### src/rtl/flop_force_pkg.sv
// Shared types and helpers for the preset/clear force controller.
package flop_force_pkg;

    // Command encoding on cmd_op
    typedef enum logic [1:0] {
        OP_NOP     = 2'b00,
        OP_CLEAR   = 2'b01,
        OP_PRESET  = 2'b10,
        OP_RELEASE = 2'b11
    } op_e;

    // Controller FSM states
    typedef enum logic [1:0] {
        ST_IDLE   = 2'b00,
        ST_ASSERT = 2'b01,
        ST_CHECK  = 2'b10,
        ST_SETTLE = 2'b11
    } state_e;

    // Width of the shared hold/settle counter: large enough for the longer wait
    function automatic int unsigned cnt_width(input int unsigned hold, input int unsigned settle);
        int unsigned m;
        m = (hold > settle) ? hold : settle;
        return $clog2(m + 1);
    endfunction

endpackage

### src/rtl/force_hold_counter.sv
// Loadable down-counter with zero flag; times both the force hold and the release settle.
module force_hold_counter #(
    parameter int unsigned CNT_W = 3
) (
    input  logic             clk,
    input  logic             rst,
    input  logic             load_i,
    input  logic [CNT_W-1:0] load_val_i,
    input  logic             dec_i,
    output logic             zero_o
);

    logic [CNT_W-1:0] count_q;
    logic [CNT_W-1:0] count_d;

    // Load has priority over decrement; decrement saturates at zero
    always_comb begin
        count_d = count_q;
        if (load_i) begin
            count_d = load_val_i;
        end else if (dec_i && (count_q != '0)) begin
            count_d = count_q - 1'b1;
        end
    end

    // Counter register
    always_ff @(posedge clk) begin
        if (rst) begin
            count_q <= '0;
        end else begin
            count_q <= count_d;
        end
    end

    assign zero_o = (count_q == '0);

endmodule

### src/rtl/flop_force_ctrl.sv
// Command-driven driver for the active-low preset/clear pins of a flop bank,
// with timed hold, readback check and release settle.
module flop_force_ctrl
    import flop_force_pkg::*;
#(
    parameter int unsigned WIDTH         = 8,
    parameter int unsigned HOLD_CYCLES   = 4,
    parameter int unsigned SETTLE_CYCLES = 2
) (
    input  logic             clk,
    input  logic             rst,
    input  logic             cmd_valid,
    output logic             cmd_ready,
    input  logic [1:0]       cmd_op,
    input  logic [WIDTH-1:0] cmd_mask,
    output logic [WIDTH-1:0] clear_n,
    output logic [WIDTH-1:0] preset_n,
    input  logic [WIDTH-1:0] q_in,
    output logic [WIDTH-1:0] forced,
    output logic             done,
    output logic             err
);

    localparam int unsigned      CNT_W       = cnt_width(HOLD_CYCLES, SETTLE_CYCLES);
    // Counter is loaded on the accept edge, so it starts one below the wait length
    localparam logic [CNT_W-1:0] HOLD_LOAD   = CNT_W'(HOLD_CYCLES - 1);
    localparam logic [CNT_W-1:0] SETTLE_LOAD = CNT_W'(SETTLE_CYCLES - 1);

    state_e           state_q, state_d;
    op_e              op_q, op_d;
    logic [WIDTH-1:0] mask_q, mask_d;
    logic [WIDTH-1:0] clear_n_q, clear_n_d;
    logic [WIDTH-1:0] preset_n_q, preset_n_d;
    logic [WIDTH-1:0] forced_q, forced_d;
    logic             done_q, done_d;
    logic             err_q, err_d;

    op_e              op_in;
    logic             accept;
    logic             empty_cmd;
    logic [WIDTH-1:0] apply_bit;
    logic [WIDTH-1:0] bad_bit;
    logic             mismatch;
    logic             cnt_load;
    logic [CNT_W-1:0] cnt_load_val;
    logic             cnt_dec;
    logic             cnt_zero;

    assign op_in     = op_e'(cmd_op);
    assign cmd_ready = (state_q == ST_IDLE) && !rst;
    assign accept    = cmd_valid && cmd_ready;
    // NOP or empty mask: nothing to drive, just acknowledge on the next edge
    assign empty_cmd = (op_in == OP_NOP) || (cmd_mask == '0);

    // Per-bit pin update: a masked bit takes the new drive, others keep theirs.
    // Clear and preset are never both low since each op sets exactly one of them.
    generate
        for (genvar gi = 0; gi < WIDTH; gi++) begin : g_bit
            assign apply_bit[gi]  = accept && cmd_mask[gi] && (op_in != OP_NOP);
            assign clear_n_d[gi]  = apply_bit[gi] ? (op_in != OP_CLEAR)   : clear_n_q[gi];
            assign preset_n_d[gi] = apply_bit[gi] ? (op_in != OP_PRESET)  : preset_n_q[gi];
            assign forced_d[gi]   = apply_bit[gi] ? (op_in != OP_RELEASE) : forced_q[gi];
            // Expected readback is 1 only for PRESET; unmasked bits never flag
            assign bad_bit[gi]    = mask_q[gi] && (q_in[gi] != (op_q == OP_PRESET));
        end
    endgenerate

    assign mismatch = |bad_bit;

    // Command capture: a NOP keeps an empty mask so its check can never flag
    assign op_d   = accept ? op_in : op_q;
    assign mask_d = accept ? ((op_in == OP_NOP) ? '0 : cmd_mask) : mask_q;

    force_hold_counter #(
        .CNT_W (CNT_W)
    ) u_counter (
        .clk        (clk),
        .rst        (rst),
        .load_i     (cnt_load),
        .load_val_i (cnt_load_val),
        .dec_i      (cnt_dec),
        .zero_o     (cnt_zero)
    );

    // State, capture and output registers; reset drops all forces and pending pulses
    always_ff @(posedge clk) begin
        if (rst) begin
            state_q    <= ST_IDLE;
            op_q       <= OP_NOP;
            mask_q     <= '0;
            clear_n_q  <= '1;
            preset_n_q <= '1;
            forced_q   <= '0;
            done_q     <= 1'b0;
            err_q      <= 1'b0;
        end else begin
            state_q    <= state_d;
            op_q       <= op_d;
            mask_q     <= mask_d;
            clear_n_q  <= clear_n_d;
            preset_n_q <= preset_n_d;
            forced_q   <= forced_d;
            done_q     <= done_d;
            err_q      <= err_d;
        end
    end

    // Next-state logic
    always_comb begin
        state_d = state_q;
        case (state_q)
            ST_IDLE: begin
                if (accept) begin
                    if (empty_cmd) begin
                        state_d = ST_CHECK;
                    end else if (op_in == OP_RELEASE) begin
                        state_d = ST_SETTLE;
                    end else begin
                        state_d = ST_ASSERT;
                    end
                end
            end
            ST_ASSERT: begin
                if (cnt_zero) begin
                    state_d = ST_CHECK;
                end
            end
            ST_CHECK: begin
                state_d = ST_IDLE;
            end
            ST_SETTLE: begin
                if (cnt_zero) begin
                    state_d = ST_IDLE;
                end
            end
            default: begin
                state_d = ST_IDLE;
            end
        endcase
    end

    // Output/control logic: counter control and next completion pulses
    always_comb begin
        cnt_load     = accept;
        cnt_load_val = (op_in == OP_RELEASE) ? SETTLE_LOAD : HOLD_LOAD;
        cnt_dec      = (state_q == ST_ASSERT) || (state_q == ST_SETTLE);
        done_d       = (state_q == ST_CHECK) || ((state_q == ST_SETTLE) && cnt_zero);
        err_d        = (state_q == ST_CHECK) && mismatch;
    end

    assign clear_n  = clear_n_q;
    assign preset_n = preset_n_q;
    assign forced   = forced_q;
    assign done     = done_q;
    assign err      = err_q;

endmodule

### config.mk
export PLATFORM = sky130hd
export DESIGN_NAME = flop_force_ctrl
export DESIGN_NICKNAME = d
export VERILOG_FILES = /design/src/rtl/flop_force_pkg.sv /design/src/rtl/force_hold_counter.sv /design/src/rtl/flop_force_ctrl.sv
export SDC_FILE = /design/constraint.sdc
export NUM_CORES = 1
export LEC_CHECK = 0
export BUFFER_PORTS_ARGS = -buffer_cell sky130_fd_sc_hd__buf_2
export CAP_MARGIN = 15
export CORE_AREA = 10 10 76 78
export DETAILED_ROUTE_END_ITERATION = 8
export DIE_AREA = 0 0 86 88
export SYNTH_ARGS = -nofsm -noshare
export SYNTH_HDL_FRONTEND = slang
export SYNTH_SLANG_ARGS = --single-unit
### constraint.sdc
create_clock -name clk -period 3.1 [get_ports clk]
set_clock_uncertainty 0.2 [all_clocks]
set_input_delay 0.62 -clock clk [delete_from_list [all_inputs] [get_ports clk]]
set_output_delay 0.62 -clock clk [all_outputs]
set_load 0.05 [all_outputs]
==> metrics.txt, run 1 <==
status complete, no violations; io pins 48; synth unique cells 34; non-filler cells, final 263; CTS clk-pin slew, worst paths 0.08 ns; Worst-Margin Slew 0.713 ns; htree depth 2; Yosys warnings 0; critical path class reg -> reg; PortBufs 47; GRT overflow 0; Setup Slack @ Placement 0.652 ns; Hold Vio Cnt, Final 0; router iterations before antenna repair 4; CTS Buffer Depth 2; fillers 441; WL per Instance 15.6 µm; number of synthesized flops with an enable pin 0; design area 0.00202 mm²; CTS tree yes; row count 24; GRT Total Usage 11.3%; first-pass GRT wire length 6960 µm; drt drc 0; Yosys reg bits 41; Min-Delay Path Class reg -> reg; vias per std cell 5.07; DP Area 0.00190 mm²; Setup TNS 0 ns; Slew headroom 52.4%; nets 233; Hold-fix buffers, CTS 0; Setup violations, final 0; CORE AREA 0.00429 mm²; Worst setup EP type register; Layout Utilization 47.1%; Switch Pwr 350 µW; Die Span X 86 µm; WP data arrival 2.15 ns; Num CTS Buffers 5; antenna cell count 0; cell area after synthesis 0.00165 mm²; Post-CTS Setup Inserts 0; fraction of layout cells with a size suffix above 1 30.3%; Pwr Density 614 mW/mm²; GP Congestion 0.797; final period utilization 69.8%; cell count after synthesis 164; Initial Util 38.3%; Die Ht 88 µm; CTS root buf clkbuf_8; antenna viol nets, final 0; Syn-to-layout area delta 23.0%; largest net degree at the start of global routing 27; WP data required 3.09 ns; worst vdd ir 0.219 mV; fraction of registers with async set/reset 0%; initial antenna violation count 0; CTS-repair resized insts 0; post-route worst setup slack 0.936 ns; syn_area_per_cell 10.0 µm²; Combinational Power Share 17.4%; RSZ-0062 raised after global routing no; Worst Path Max Fanout 10; register area share after synthesis 49.9%; minimum clock period 2.16 ns; fin. max-slew vios 0; Cell Int Power 892 µW; vias in the first global route 1343; critical path launch point type register; Starting DRT DRC Count 90; die area 0.00757 mm²; prevailing post-synth register cell dfxtp_1; Num Clock Sinks 41; Leak 0.000861 µW; syn_nets 187; DP HPWL 3090 µm; max frequency 462 MHz; Vias 1334; placed cells 255; Switching Share 28.2%; total wire length 4110 µm; Max Cap Viol 0; share of total power in sequential cells 46.7%; clock power share 35.9%; Worst-Skew Late Latency 0.29 ns
routing by layer:
metal | vias to the layer above | GRT usage, % | wire length (µm)
li1 | 685 | - | -
met1 | 615 | 14.0 | 1940
met2 | 28 | 17.0 | 1840
met3 | 6 | 4.74 | 252
met4 | 0 | 4.49 | 73
met5 | - | 0 | 0
stage by stage:
step / hold WS, ns / power [µW]
after global routing: 0.266 / 1300
after floorplan: 0.219 / 753
final: 0.244 / 1240
after global placement: 0.231 / 810
after detailed placement: 0.236 / 810
after CTS: 0.247 / 1260
cells by family (layout without fill, tap and decap cells):
| logic type | Yosys count | after routing | share of synthesized area, % |
|---|---|---|---|
| adders and majority gates | 2 | 2 | 1.52 |
| and+or+nand+nor | 50 | 50 | 16.7 |
| xor gates and xnor gates | 7 | 7 | 3.73 |
| DFF | 41 | 41 | 49.9 |
| AOI/OAI and AO/OA | 47 | 47 | 22.5 |
| buffers and inverters | 16 | 63 | 5.10 |
| muxes | 1 | 1 | 0.608 |
critical path: stages, from the launching register on:
cell     delay, ns
dfxtp_1       0.39
or3b_4        0.49
nor3_4        0.29
buf_4         0.24
nand2_1       0.10
a221o_1       0.34
power groups by stage:
stage / sequential (µW) / clock [µW] / combinational [µW]
6_report: 580 / 446 / 216
5_1_grt: 585 / 483 / 236
4_1_cts: 581 / 458 / 219
3_5_place_dp: 593 / 0 / 218
3_3_place_gp: 593 / 0 / 217
2_1_floorplan: 644 / 0 / 110
path summary, 6_finish.rpt:
kind / start / end / slack (ns) / cells past startpoint
max: state_q[0] / clear_n[4] / 0.94 / 5
min: mask_q[5] / mask_q[5] / 0.24 / 2
max reg2reg: state_q[0] / clear_n[4] / 0.94 / 5
min reg2reg: mask_q[5] / mask_q[5] / 0.24 / 2
flip-flops by register name, indices dropped and copies added (netlist names):
register,flops
op_q,2
u_counter.count_q,3
done,1
state_q,2
preset_n,8
mask_q,8
clear_n,8
err,1
forced,8
Yosys cell counts (2+ instances only):
cell       n  share of area [%]
xor2_1     4                2.1
inv_1      5                1.1
nand2_1   24                5.5
xnor2_1    3                1.6
a22oi_1    3                1.4
nor2b_1    2               0.76
dfxtp_1   41                 50
a22o_1     2                1.1
a211oi_1  10                4.6
nor4_1     2               0.76
nand2_2    2               0.76
nor3_1     2               0.61
ha_1       2                1.5
a21o_1     2               0.91
nand2b_1   3                1.1
a221o_1   16                9.7
clkbuf_1   7                1.6
buf_6      3                2.1
a21oi_1   10                3.0
nor2_1     4               0.91
nand3_1    2               0.61
and2_1     3                1.1
layout make-up:
cell class,count,area (µm²),share of cell area [%]
Clock buffer,6,82.6,4.08
Clock inverter,2,37.5,1.86
Inverter,5,18.8,0.928
Multi-Input combinational cell,107,741,36.6
Sequential cell,41,821,40.6
Tap cell,52,65.1,3.22
Timing Repair Buffer,50,258,12.7
placed cells by master, fill, tap and decap left out, types with 4 or more instances in the layout:
master and n:
clkbuf_8 6, nor2_1 4, buf_2 47, nand2_1 24, a21oi_1 10, xor2_1 4
inv_1 5, a211oi_1 10, dfxtp_1 41, a221o_1 16
Note: power is estimated with default switching activity, not from simulation.
==> run 2: changes to the inputs <==
Clock period 3.1 ns to 2.1 ns, I/O delays scaled along.
==> metrics.txt, run 2 (synthesis gave the netlist of run 1 again) <==
status complete, no violations; critical path launch point type register; Vias 1364 (+2.2%); placed cells 260 (+2.0%); PortBufs 47 (unchanged); Slew headroom 47.2% (-5.1 points); Setup TNS 0 ns (unchanged); Switching Share 29.6% (+1.5 points); CP max stage delay 0.44 ns (-0.05 ns); critical path class reg -> reg; WP data required 2.08 ns (-1.01 ns); vias per std cell 5.11 (+0.72%); CTS-repair resized insts 0 (unchanged); nets 238 (+2.1%); non-filler cells, final 267 (+1.5%); CTS clk-pin slew, worst paths 0.07 ns (about the same); Syn-to-layout area delta 24.9%; die area 0.00757 mm² (unchanged); share of total power in sequential cells 49.8% (+3.1 points); drt drc 0 (unchanged); total wire length 4110 µm (about the same); Die Ht 88 µm (unchanged); Initial Util 38.3% (unchanged); Num CTS Buffers 5 (unchanged); Worst Path Max Fanout 16 (+6); fraction of layout cells with a size suffix above 1 32.1% (+1.8 points); fillers 435 (-1.4%); commonest non-fill, non-tap cell in the layout buf_2; largest net degree at the start of global routing 22 (-19%); final period utilization 89.0% (+19 points); antenna viol nets, final 0 (unchanged); row count 24 (unchanged); DP Area 0.00196 mm² (+3.2%); Worst-Margin Slew 0.790 ns (+0.0769 ns); Num Clock Sinks 41 (unchanged); CTS root buf clkbuf_8; FF-to-FF path depth 5 (unchanged); Cell Int Power 1210 µW (+35%); first-pass GRT wire length 6820 µm (-2.0%); antenna cell count 0 (unchanged); WHS 0.181 ns (-0.0630 ns); Leak 0.000877 µW (+1.9%); htree depth 2 (unchanged); vias in the first global route 1395 (+3.9%); Post-CTS Setup Inserts 0 (unchanged); most frequent cells in the layout 47 x buf_2, 41 x dfxtp_1, 24 x nand2_1, 16 x a221o_1; Die Span X 86 µm (unchanged); max frequency 535 MHz (+16%); CORE AREA 0.00429 mm² (unchanged); minimum clock period 1.87 ns (-0.295 ns); DP HPWL 3150 µm (+1.9%); Hold-fix buffers, CTS 0 (unchanged); Worst-Skew Late Latency 0.29 ns (about the same); io pins 48 (unchanged); CTS tree yes; Hold Vio Cnt, Final 0 (unchanged); clock power share 30.1% (-5.8 points); hold path depth 2 (unchanged); critical path's slowest cell or3b_4; GP Congestion 0.725 (-9.0%); Starting DRT DRC Count 110 (+22%); crit-path cells or3b_4, nor3_4, buf_12, nand2_1, a221o_1; initial antenna violation count 0 (unchanged); Worst setup EP type register; Setup violations, final 0 (unchanged); Min-Delay Path Class in -> reg; CTS Buffer Depth 2 (unchanged); router iterations before antenna repair 4 (unchanged); fin. max-slew vios 0 (unchanged); worst vdd ir 0.421 mV (+92%); Max Cap Viol 0 (unchanged); GRT Total Usage 11.2% (-0.10 points); WP data arrival 1.85 ns (-0.30 ns); GRT overflow 0 (unchanged); Switch Pwr 508 µW (+45%); Combinational Power Share 20.1% (+2.7 points); RSZ-0062 raised after global routing no; Pwr Density 834 mW/mm² (+36%); design area 0.00205 mm² (+1.5%); WL per Instance 15.4 µm (-1.4%)
## run 2: cell types whose count changed in the layout (fill, tap and decap cells not counted)
| cell | change |
|---|---|
| nor3_4 | +1 |
| buf_12 | +1 |
| nor3_1 | -1 |
| bufinv_16 | -1 |
| buf_4 | +4 |
## run 2: through the flow
step	worst slack, ns	util (%)	power (µW)
after global routing	0.160	47.8	1790
after detailed placement	0.0694	45.7	1220
after floorplan	0.0798	-	1120
after global placement	0.0245	45.7	1220
after CTS	0.231	47.8	1730
final	0.231	47.8	1710
## run 2: power by group through the flow
| stage | combinational [µW] | sequential (µW) | clock, µW |
|---|---|---|---|
| floorplan | 165 | 951 | 0 |
| global placement | 346 | 871 | 0 |
| detailed placement | 347 | 871 | 0 |
| CTS | 348 | 853 | 534 |
| global route | 374 | 859 | 556 |
| finish | 344 | 853 | 516 |
## run 2: final timing paths
check / start / end / slack [ns]
hold reg to reg: mask_q[5] / mask_q[5] / 0.25
setup reg to reg: state_q[0] / clear_n[6] / 0.23
hold / removal: cmd_mask[4] / forced[4] / 0.18
setup / recovery: state_q[0] / clear_n[6] / 0.23
## run 2: worst max-delay path: cells and delay by family, from the launching register on
family                 cells  cell delay [ns]
and+or+nand+nor            3             0.72
buffers and inverters      1             0.17
DFF                        1             0.32
AOI/OAI and AO/OA          1             0.35
## run 2: final cells by class
class	count	area [µm²]	area share [%]
multi-input cells	107	752	36.6
flip-flops and latches	41	821	40.0
repair buffers	55	308	15.0
clock buffers	6	82.6	4.02
clock inverters	1	7.51	0.365
inverters	5	18.8	0.914
well taps	52	65.1	3.17
## run 2: metal layers
metal / part of all wire (%) / wire [µm] / global-route usage [%] / vias to the layer above
li1: - / - / - / 705
met1: 49 / 2020 / 14.6 / 612
met2: 42 / 1710 / 15.6 / 40
met3: 7.1 / 293 / 3.81 / 7
met4: 2.3 / 96 / 6.74 / 0
met5: 0 / 0 / 0 / -
